`config.mk`:
```
export PLATFORM = sky130hd
export DESIGN_NAME = seg_scan_display
export DESIGN_NICKNAME = d
export VERILOG_FILES = /design/src/rtl/seg_scan_display.sv
export SDC_FILE = /design/constraint.sdc
export NUM_CORES = 1
export LEC_CHECK = 0
export ABC_AREA = 1
export CAP_MARGIN = 20
export CELL_PAD_IN_SITES_DETAIL_PLACEMENT = 0
export CELL_PAD_IN_SITES_GLOBAL_PLACEMENT = 1
export CORE_MARGIN = 10
export CORE_UTILIZATION = 25
export DETAILED_ROUTE_END_ITERATION = 8
export MAX_ROUTING_LAYER = met4
export PLACE_DENSITY_LB_ADDON = 0.1
export SLEW_MARGIN = 20
export SYNTH_ARGS = -nofsm -noshare
export SYNTH_HDL_FRONTEND = slang
export SYNTH_SLANG_ARGS = --single-unit
```
`constraint.sdc`:
```
create_clock -name clk -period 2.28 [get_ports clk]
set_clock_uncertainty 0.1 [all_clocks]
set_input_delay 0.228 -clock clk [delete_from_list [all_inputs] [get_ports clk]]
set_output_delay 0.228 -clock clk [all_outputs]
set_load 0.05 [all_outputs]
```
`src/rtl/seg_scan_display.sv`:
```
// Multiplexed seven-segment scanner: integrated prescaler, one-hot anode drive,
// frame-synchronous shadow update, leading-zero suppression and anti-ghosting dead time.
module seg_scan_display #(
  parameter int unsigned DIGITS         = 8,
  parameter int unsigned DIV            = 2000,
  parameter int unsigned DEAD           = 0,
  parameter bit          AN_ACTIVE_LOW  = 1'b1,
  parameter bit          SEG_ACTIVE_LOW = 1'b1
) (
  input  logic                  clk,
  input  logic                  rst,
  input  logic [4*DIGITS-1:0]   data,
  input  logic [DIGITS-1:0]     dp,
  input  logic                  upd,
  input  logic                  lzs,
  input  logic                  blank,
  output logic [DIGITS-1:0]     an,
  output logic [7:0]            seg,
  output logic                  frame_done
);

  localparam int unsigned        CW      = (DIV > 1) ? $clog2(DIV) : 1;
  localparam int unsigned        IW      = (DIGITS > 1) ? $clog2(DIGITS) : 1;
  localparam logic [CW-1:0]      CNT_MAX = CW'(DIV - 1);
  localparam logic [IW-1:0]      IDX_MAX = IW'(DIGITS - 1);
  localparam logic [DIGITS-1:0]  AN_OFF  = {DIGITS{AN_ACTIVE_LOW}};
  localparam logic [7:0]         SEG_OFF = {8{SEG_ACTIVE_LOW}};

  logic [CW-1:0]       cnt_q, cnt_d;
  logic [IW-1:0]       idx_q, idx_d;
  logic [4*DIGITS-1:0] shadow_q, shadow_d;
  logic [DIGITS-1:0]   sh_dp_q, sh_dp_d;
  logic [4*DIGITS-1:0] pend_data_q, pend_data_d;
  logic [DIGITS-1:0]   pend_dp_q, pend_dp_d;
  logic                pend_q, pend_d;
  logic [DIGITS-1:0]   an_q, an_d;
  logic [7:0]          seg_q, seg_d;
  logic                frame_done_q, frame_done_d;

  logic                tick;
  logic                wrap;
  logic                dead_ok;
  logic [IW-1:0]       hi_idx;
  logic [3:0]          cur_nib;
  logic                cur_dp;
  logic                suppress;
  logic                lit;
  logic [DIGITS-1:0]   an_oh;

  // Active-low a..g pattern for one hex nibble.
  function automatic logic [6:0] hex_to_seg(input logic [3:0] nib);
    logic [6:0] r;
    r = 7'b1111111;
    case (nib)
      4'h0: r = 7'b0000001;
      4'h1: r = 7'b1001111;
      4'h2: r = 7'b0010010;
      4'h3: r = 7'b0000110;
      4'h4: r = 7'b1001100;
      4'h5: r = 7'b0100100;
      4'h6: r = 7'b0100000;
      4'h7: r = 7'b0001111;
      4'h8: r = 7'b0000000;
      4'h9: r = 7'b0000100;
      4'hA: r = 7'b0001000;
      4'hB: r = 7'b1100000;
      4'hC: r = 7'b0110001;
      4'hD: r = 7'b1000010;
      4'hE: r = 7'b0110000;
      4'hF: r = 7'b0111000;
      default: r = 7'b1111111;
    endcase
    return r;
  endfunction

  assign tick = (cnt_q == CNT_MAX);
  assign wrap = tick && (idx_q == IDX_MAX);

  // With no dead time the count comparison would be trivially true, so skip it.
  if (DEAD == 0) begin : g_no_dead
    assign dead_ok = 1'b1;
  end else begin : g_dead
    localparam logic [CW-1:0] DEAD_C = CW'(DEAD);
    assign dead_ok = (cnt_q >= DEAD_C);
  end

  always_comb begin
    cnt_d = tick ? '0 : cnt_q + 1'b1;
    idx_d = idx_q;
    if (tick) begin
      idx_d = (idx_q == IDX_MAX) ? '0 : idx_q + 1'b1;
    end

    pend_data_d = pend_data_q;
    pend_dp_d   = pend_dp_q;
    pend_d      = pend_q;
    shadow_d    = shadow_q;
    sh_dp_d     = sh_dp_q;
    if (upd) begin
      pend_data_d = data;
      pend_dp_d   = dp;
      pend_d      = 1'b1;
    end
    // Shadow only changes at the frame boundary; a coincident strobe bypasses pending.
    if (wrap) begin
      pend_d = 1'b0;
      if (upd) begin
        shadow_d = data;
        sh_dp_d  = dp;
      end else if (pend_q) begin
        shadow_d = pend_data_q;
        sh_dp_d  = pend_dp_q;
      end
    end
    frame_done_d = wrap;
  end

  always_comb begin
    hi_idx = '0;
    for (int unsigned k = 0; k < DIGITS; k++) begin
      if (shadow_q[4*k +: 4] != 4'h0) hi_idx = IW'(k);
    end
    cur_nib  = shadow_q[{idx_q, 2'b00} +: 4];
    cur_dp   = sh_dp_q[idx_q];
    suppress = lzs && (idx_q > hi_idx) && !cur_dp;
    lit      = dead_ok && !blank && !suppress;

    an_oh        = '0;
    an_oh[idx_q] = 1'b1;
    an_d         = AN_OFF;
    seg_d        = SEG_OFF;
    if (lit) begin
      an_d  = AN_ACTIVE_LOW ? ~an_oh : an_oh;
      seg_d = {hex_to_seg(cur_nib), ~cur_dp};
      if (!SEG_ACTIVE_LOW) seg_d = ~seg_d;
    end
  end

  always_ff @(posedge clk) begin
    if (!rst) begin
      cnt_q        <= '0;
      idx_q        <= '0;
      shadow_q     <= '0;
      sh_dp_q      <= '0;
      pend_data_q  <= '0;
      pend_dp_q    <= '0;
      pend_q       <= 1'b0;
      an_q         <= AN_OFF;
      seg_q        <= SEG_OFF;
      frame_done_q <= 1'b0;
    end else begin
      cnt_q        <= cnt_d;
      idx_q        <= idx_d;
      shadow_q     <= shadow_d;
      sh_dp_q      <= sh_dp_d;
      pend_data_q  <= pend_data_d;
      pend_dp_q    <= pend_dp_d;
      pend_q       <= pend_d;
      an_q         <= an_d;
      seg_q        <= seg_d;
      frame_done_q <= frame_done_d;
    end
  end

  assign an         = an_q;
  assign seg        = seg_q;
  assign frame_done = frame_done_q;

endmodule
```
Word-level counts from Yosys, hierarchy flattened

Memories as Yosys holds them, arrays and structs flattened. A register that Yosys moved wholly into a read port is not among the register bits.
Cells that the tools add are included.

$add $sub $neg: 2
Order comparisons: 3
Eq/ne operators: 2
Shifts and indexed selects: 1
Multiplexer cells: 16
Bitwise operators: 3
Reductions and logical operators: 21

Operator list:

| kind                    | count |
|---|---|
| $mux W32                | 2 |
| $shiftx A32 B6 Y4       | 1 |
| $reduce_bool A4 Y1      | 7 |
| $mux W3                 | 7 |
| $mux W8                 | 2 |
| $add A11 B1 Y11 const B | 1 |
| $eq A11 B11 Y1 const B  | 1 |
| $not A8 Y8              | 1 |
| $logic_and A1 B1 Y1     | 5 |
| $logic_not A1 Y1        | 4 |
| $lt A3 B4 Y1 const B    | 1 |
| $reduce_and A2 Y1       | 2 |
| $reduce_or A2 Y1        | 2 |
| $add A3 B1 Y3 const B   | 1 |
| $bmux W1 S3             | 1 |
| $demux W1 S3            | 1 |
| $eq A3 B3 Y1 const B    | 1 |
| $ge A3 B1 Y1 const B    | 1 |
| $gt A3 B3 Y1            | 1 |
| $mux W1                 | 3 |
| $not A1 Y1              | 2 |
| $reduce_bool A2 Y1      | 1 |

Register bits after elaboration: 112
ROM bits: 112
Output and inout bits: 17
Word-level logic and storage cells: 59
Memories kept: 1

Memories:

| memory           | words | width | rd ports | clocked after Yosys merged registers in | write ports | RTL line | text |
|---|---|---|---|---|---|---|---|
| (name not given) | 16    | 7     | 1        | 1                                       | 0           | 54       | `case (nib)` |

Logic depth before layout (Yosys ltp)

Gate-level depths: netlist of the first run.

Depth in word-level cells: 15
Mapped depth: 15
Depth with buffers taken out: 15

Worst setup path after synthesis of the first run

OpenSTA, ideal clock, no wires.

Kind: flip-flop to flip-flop
From: register shadow_q[24]
To: register an_q[0] (netlist: an[0])
Arrival time: 1.693 ns
Data required time: 2.049 ns
Setup slack: 0.357 ns
Cell stages (with the launch flop): 10
Buffers on the path: 1
Cell sequence: dfxtp_1 -> nor4_1 -> nand2_1 -> nor2_1 -> ha_1 -> a21oi_1 -> a21oi_1 -> o21ai_2 -> buf_6 -> nand3_1

Longest elaborated chain between the ends: 9

RTL lines:

| what                             | RTL line | text |
|---|---|---|
| start, declared                  | 31       | `logic [4*DIGITS-1:0] shadow_q, shadow_d;` |
| start signal, assigned           | 154      | `shadow_q <= shadow_d;` |
| $reduce_bool A4 Y1               | 121      | `if (shadow_q[4*k +: 4] != 4'h0) hi_idx = IW'(k);` |
| $mux W3 (2 in a row)             | 121      |  |
| $gt A3 B3 Y1                     | 125      | `suppress = lzs && (idx_q > hi_idx) && !cur_dp;` |
| $logic_and A1 B1 Y1 (2 in a row) | 125      |  |
| $logic_not A1 Y1                 | 126      | `lit = dead_ok && !blank && !suppress;` |
| $logic_and A1 B1 Y1              | 126      |  |
| $reduce_and A2 Y1 (no line)      | --       |  |
| end signal, assigned             | 159      | `an_q <= an_d;` |
| end, declared                    | 36       | `logic [DIGITS-1:0] an_q, an_d;` |

Every way passes these cells.
A chain may end at the register's enable or synchronous reset.

Final worst setup path of the first run

From: register shadow_q[23]
To: register an_q[0] (netlist: an[0])

Longest elaborated chain between the ends: 10

RTL lines:

| what                             | RTL line |
|---|---|
| $reduce_bool A4 Y1               | 121 |
| $mux W3 (3 in a row)             | 121 |
| $gt A3 B3 Y1                     | 125 |
| $logic_and A1 B1 Y1 (2 in a row) | 125 |
| $logic_not A1 Y1                 | 126 |
| $logic_and A1 B1 Y1              | 126 |
| $reduce_and A2 Y1 (no line)      | -- |

Every way passes these cells.

==> results of run 1 <==
cell families after synthesis:
kind of cell / Yosys count / share of synthesized area (%)
and+or+nand+nor: 402 / 32.9
buffers and inverters: 147 / 12.0
xor gates and xnor gates: 1 / 0.165
AOI/OAI and AO/OA: 24 / 2.38
adders and majority gates: 12 / 2.83
muxes: 40 / 7.54
DFF: 112 / 42.2
layout by cell type, fill, tap and decap left out, types with 2 or more instances in the layout:
master and count:
mux2i_1 40, nor2_1 105, inv_1 103, clkinv_2 2
inv_2 5, o21ai_0 7, dfxtp_1 111, a21oi_1 13
nor3_1 3, clkbuf_8 2, nand2_1 194, clkbuf_16 9
nor2_2 3, clkdlybuf4s50_1 60, nand2_2 4, nor4_2 2
nand3_1 35, nand3b_1 2, buf_12 3, buf_4 28
nand4_1 46, a21oi_2 2, ha_1 12
worst reg2reg max path, delay by kind of cell, from the launching register on:
family | cells | cell delay, ns
flip-flops | 1 | 0.35
buffers and inverters | 1 | 0.16
AND/OR/NAND/NOR | 6 | 0.73
adder cells (fa/ha/maj) | 1 | 0.30
AO/OA/AOI/OAI | 3 | 0.33
per-stage QoR:
step	instances	area [um^2]	worst slack [ns]
3_3_place_gp	1067	6300	0.0416
3_5_place_dp	1067	6300	0.0387
2_1_floorplan	738	5310	0.357
5_1_grt	1083	6660	0.0116
6_report	1083	6660	0.213
4_1_cts	1083	6610	0.0160
area by class of cell:
type                       instances  area [um^2]
clock buffer                      12          256
tap                              275          344
fill                            2356        14300
clock inverter                     4         51.3
inverter                         109          410
timing repair buffer              92          876
sequential                       112         2240
multi-input combinational        479         2480
flip-flops by register name, summed over array words and instances, names as in the netlist:
register / flops
idx_q: 3
cnt_q: 11
pend_dp_q: 8
an: 8
pend_data_q: 32
pend_q: 1
shadow_q: 32
seg: 8
sh_dp_q: 8
frame_done: 1
synth_stat cells:
master and instances:
nand2_1 194, dfxtp_1 112, nor2_1 106, inv_1 103, nand4_1 46, mux2i_1 40, nand3_1 35, a21oi_1 15
clkbuf_1 14, ha_1 12, buf_2 9, buf_6 8, o21ai_0 7, inv_2 5, buf_1 4, nand2_2 4
nor3_1 4, buf_4 3, nor4_1 3, nand3b_1 2, nor2_2 2, clkinv_2 1, nand2_4 1, nand2b_1 1
nand3_2 1, nand3_4 1, nor2_4 1, nor3_2 1, o21a_1 1, o21ai_2 1, xnor2_1 1
final timing paths:
kind	from	endpoint	cells past startpoint	slack, ns
worst min register to register	cnt_q[0]$_SDFF_PP0_	cnt_q[0]$_SDFF_PP0_	1	0.35
worst max register to register	shadow_q[23]$_SDFFE_PN0P_	an[0]$_SDFF_PN1_	11	0.21
worst max-delay path	shadow_q[23]$_SDFFE_PN0P_	an[0]$_SDFF_PN1_	11	0.21
worst min-delay path	upd	pend_q$_SDFFE_PP0P_	3	0.06
per-layer routing:
layer / wire length [um] / vias to the layer above / track usage, %
met1: 7140 / 2108 / 13.6
met3: 382 / 11 / 2.48
li1: - / 2430 / -
met5: 0 / - / -
met4: 176 / 0 / 3.12
met2: 6860 / 56 / 18.5
power by group through the flow:
stage               clock network (mW)  logic [mW]  registers (mW)
floorplan                            0       0.156            2.09
global placement                     0       0.319            2.07
detailed placement                   0       0.323            2.07
CTS                               1.75       0.324            2.02
global route                      1.82       0.351            2.03
finish                            1.67       0.315            2.02
==> metrics.cfg, run 1 <==
[run_status]
status = finished, final reports clean

[worst_setup_path]
required_ns = 2.42
cp.buffers_inverters = 1
cp-end-kind = register
cp_slowest_cell = dfxtp_1
cp-start-kind = register
critical_path.max_fanout = 13
path_cells = nor4_4, nand2b_1, a21oi_2, nor2_1, ha_1, nand3_1, nand2_1, a21oi_2, o21ai_2, buf_12, nand3_1
cp_top_family = simple AND/OR/NAND/NOR gates
path_class = reg2reg
cpPeakStageDelay_ns = 0.35
cp_data_arrival_time_ns = 2.20

[cts]
clkSinkCount = 112
post_cts_hold_buffer_count = 0
post_cts_buffers = 0
path_clk_slew_ns = 0.07
cts.htree.levels = 3
cts_resized = 0
cts_tree = yes
cts-root-buf = clkbuf_16
clockBufferDepth = 2
clock_latency_ns = 0.36
cts_made_buffers = 9

[power_and_ir_drop]
switching_share_pct = 23.3
power_density_nw_per_um2 = 601
peakVddDrop_mv = 0.337
p_leak_nw = 3.08
clockPowerShare_pct = 41.6
p_int_mw = 3.07
p_seq_share_pct = 50.5
power_switching_mw = 0.933
p_comb_share_pct = 7.9
report.power.total_mw = 4.00

[routing]
drc = 0
viasPerCell = 4.25
finalWirelength_um = 14600
ant_nets = 0
drtIter0Drc = 169
vias = 4605
first_pass_iters = 4
wire_per_inst_um = 13.4

[floorplan]
fp.dieW_um = 166
die_area_um2 = 27500
die_y_um = 166
row_count = 53
core_region_area_um2 = 21000
start_util_pct = 25.3
io_pins = 62

[sta]
slew_headroom_pct = 65.4
max_freq_mhz = 484
period_minus_slack_ns = 2.07
slew_violations = 0
whs_ns = 0.0597
setup_viol_count_final = 0
min_period_over_period_pct = 90.7
finalSetupTns_ns = 0
rsz0062_at_grt = no
finalHoldViolCount = 0
worst_slew_pin_slew_ns = 0.518

[synthesis]
synthCells = 738
synth-seq-cells = 112
syn_nets = 795
yosysTopAreaCell = dfxtp_1
syn_area_um2 = 5310
yosysWarnings = 0
yosys-top-cells-area = dfxtp_1 (42%), nand2_1 (14%), mux2i_1 (7.5%)
synth.avg_cell_area_um2 = 7.20
ys_types = 31
ys_seq_area_share_pct = 42.2
synth_top_cell_area_share_pct = 42.2

[finish]
drive_above_1_share_pct = 9.03
final_util_pct = 31.8
antenna_cells = 0
layout.nets = 860
area_delta_synth_final_pct = 25.5

[grt]
grt_overflow = 0
grt_usage_pct = 11.3
antenna_found_initial = 0
grt_pass1_vias = 4832
grt_pass1_wl_um = 24900
grt_max_degree = 42

[worst_hold_path]
hold_path_class = in2reg

[placed_design]
dp_hpwl_um = 11300
place_congestion = 0.808
portBuffers = 61

[run]
max-cap-violations = 0

Note: power is estimated with default switching activity, not from simulation.
==> inputs of run 2 (changes only) <==
--- a/config.mk
+++ b/config.mk
@@ -11,5 +11,5 @@
 export CELL_PAD_IN_SITES_GLOBAL_PLACEMENT = 1
 export CORE_MARGIN = 10
-export CORE_UTILIZATION = 25
+export CORE_UTILIZATION = 40
 export DETAILED_ROUTE_END_ITERATION = 8
 export MAX_ROUTING_LAYER = met4
--- a/constraint.sdc
+++ b/constraint.sdc
@@ -3,3 +3,3 @@
 set_input_delay 0.228 -clock clk [delete_from_list [all_inputs] [get_ports clk]]
 set_output_delay 0.228 -clock clk [all_outputs]
-set_load 0.05 [all_outputs]
+set_load 0.1 [all_outputs]
==> metrics.cfg, run 2 (same netlist as run 1, synthesis figures left out) <==
[run_status]
status = finished, final reports clean

[finish]
multi_input_area_um2 = 2490  ; +0.20%
reg.largest.list = pend_data_q (32), shadow_q (32), cnt_q (11)
layout.nets = 850  ; -1.2%
fill_cells = 1384  ; -41%
drive_above_1_share_pct = 9.90  ; +0.87 points
antenna_cells = 0  ; unchanged
area_delta_synth_final_pct = 19.9
seqCellArea_um2 = 2240  ; about the same
layout_common_cells = nand2_1 (194), dfxtp_1 (110), nor2_1 (106)
final_common_cell = nand2_1

[power_and_ir_drop]
power_density_nw_per_um2 = 615  ; +2.3%
p_leak_nw = 3.01  ; -2.2%
peakVddDrop_mv = 0.304  ; -10%

[sta]
finalSetupTns_ns = 0  ; unchanged
min_period_over_period_pct = 90.0  ; -0.62 points
rsz0062_at_grt = no
max_freq_mhz = 487  ; +0.69%
setup_viol_count_final = 0  ; unchanged
whs_ns = 0.0628  ; +0.00305 ns
finalHoldViolCount = 0  ; unchanged
period_minus_slack_ns = 2.05  ; -0.0142 ns
worst_slack_ns = 0.227  ; +0.0142 ns
slew_violations = 0  ; unchanged
worst_slew_pin_slew_ns = 0.427  ; -0.0905 ns
slew_headroom_pct = 71.5  ; +6.1 points

[placed_design]
place_congestion = 0.884  ; +9.4%
portBuffers = 61  ; unchanged
dp_hpwl_um = 9360  ; -17%
post-place-ws_ns = 0.0384  ; -0.000339 ns

[cts]
cts_tree = yes
clockBufferDepth = 2  ; unchanged
cts-root-buf = clkbuf_16
clock_latency_ns = 0.35  ; about the same
cts.htree.levels = 3  ; unchanged
post_cts_hold_buffer_count = 0  ; unchanged
cts_resized = 0  ; unchanged
post_cts_buffers = 0  ; unchanged
path_clk_slew_ns = 0.07  ; about the same
clkSinkCount = 112  ; unchanged
cts_made_buffers = 9  ; unchanged

[floorplan]
die_area_um2 = 18300  ; -33%
fp.dieW_um = 135  ; -18%
io_pins = 62  ; unchanged
start_util_pct = 40.4  ; +15 points
die_y_um = 135  ; -18%
core_region_area_um2 = 13100  ; -37%
row_count = 42  ; -21%

[grt]
grt_overflow = 0  ; unchanged
grt_pass1_vias = 4573  ; -5.4%
grt_max_degree = 44  ; +4.8%
grt_pass1_wl_um = 21400  ; -14%
grt_usage_pct = 14.7  ; +3.5 points
antenna_found_initial = 0  ; unchanged

[worst_hold_path]
hold_path_class = in2reg

[worst_setup_path]
required_ns = 2.42  ; about the same
cp_data_arrival_time_ns = 2.19  ; about the same
path_class = reg2reg
cp-start-kind = register
critical_path.max_fanout = 9  ; -4
cp-end-kind = register

[routing]
drtIter0Drc = 213  ; +26%
ant_nets = 0  ; unchanged
finalWirelength_um = 12600  ; -13%
vias = 4482  ; -2.7%
viasPerCell = 4.60  ; +8.2%
first_pass_iters = 4  ; unchanged
wire_per_inst_um = 13.0  ; -3.7%
drc = 0  ; unchanged

[run]
max-cap-violations = 0  ; unchanged

run 2: cell types whose count changed in the layout (fill, tap and decap cells not counted), moves of 2 or more:
cell,change
clkdlybuf4s50_1,-17
buf_4,+8
buf_12,-3
clkinv_2,+3
clkbuf_8,-2
run 2: cell type report:
type | count | area share [%]
Multi-Input combinational cell | 480 | 39.1
Sequential cell | 112 | 35.3
Timing Repair Buffer | 81 | 11.3
Inverter | 109 | 6.45
Clock buffer | 10 | 3.60
Tap cell | 176 | 3.46
Clock inverter | 6 | 0.924
run 2: power breakdown:
group / internal (mW) / switching [mW] / total (mW)
logic: 0.140 / 0.189 / 0.329
registers: 2.01 / 0.0143 / 2.02
clock network: 0.849 / 0.714 / 1.56
total: 3.00 / 0.917 / 3.92
run 2: final timing paths:
path | startpoint | endpoint | slack (ns) | cells past startpoint
max | shadow_q[25]$_SDFFE_PN0P_ | an[6]$_SDFF_PN1_ | 0.23 | 9
min | upd | pend_q$_SDFFE_PP0P_ | 0.06 | 3
min reg2reg | cnt_q[0]$_SDFF_PP0_ | cnt_q[0]$_SDFF_PP0_ | 0.35 | 1
max reg2reg | shadow_q[25]$_SDFFE_PN0P_ | an[6]$_SDFF_PN1_ | 0.23 | 9
run 2: layer usage:
metal	GRT usage [%]	part of all wire [%]	up-vias
met4	5.98	1.7	0
met3	2.49	3.2	18
met1	18.8	50	1990
met2	22.7	45	66
li1	-	-	2408
met5	-	0	-
run 2: stage by stage:
stage | cells | util, % | total power [mW] | instance area, um^2
3_5_place_dp | 957 | 45.8 | 2.40 | 6020
6_report | 974 | 48.5 | 3.92 | 6370
2_1_floorplan | 738 | - | 2.27 | 5310
4_1_cts | 973 | 48.0 | 3.98 | 6310
3_3_place_gp | 957 | 45.8 | 2.40 | 6020
5_1_grt | 974 | 48.5 | 4.09 | 6370
run 2: worst max-delay path: stages, from the launching register on:
cell,delay (ns)
dfxtp_1,0.35
nor4_2,0.32
nand2_1,0.11
nor2_1,0.12
ha_1,0.26
a21oi_1,0.19
a21oi_2,0.10
o21ai_2,0.16
buf_6,0.16
nand2_1,0.07
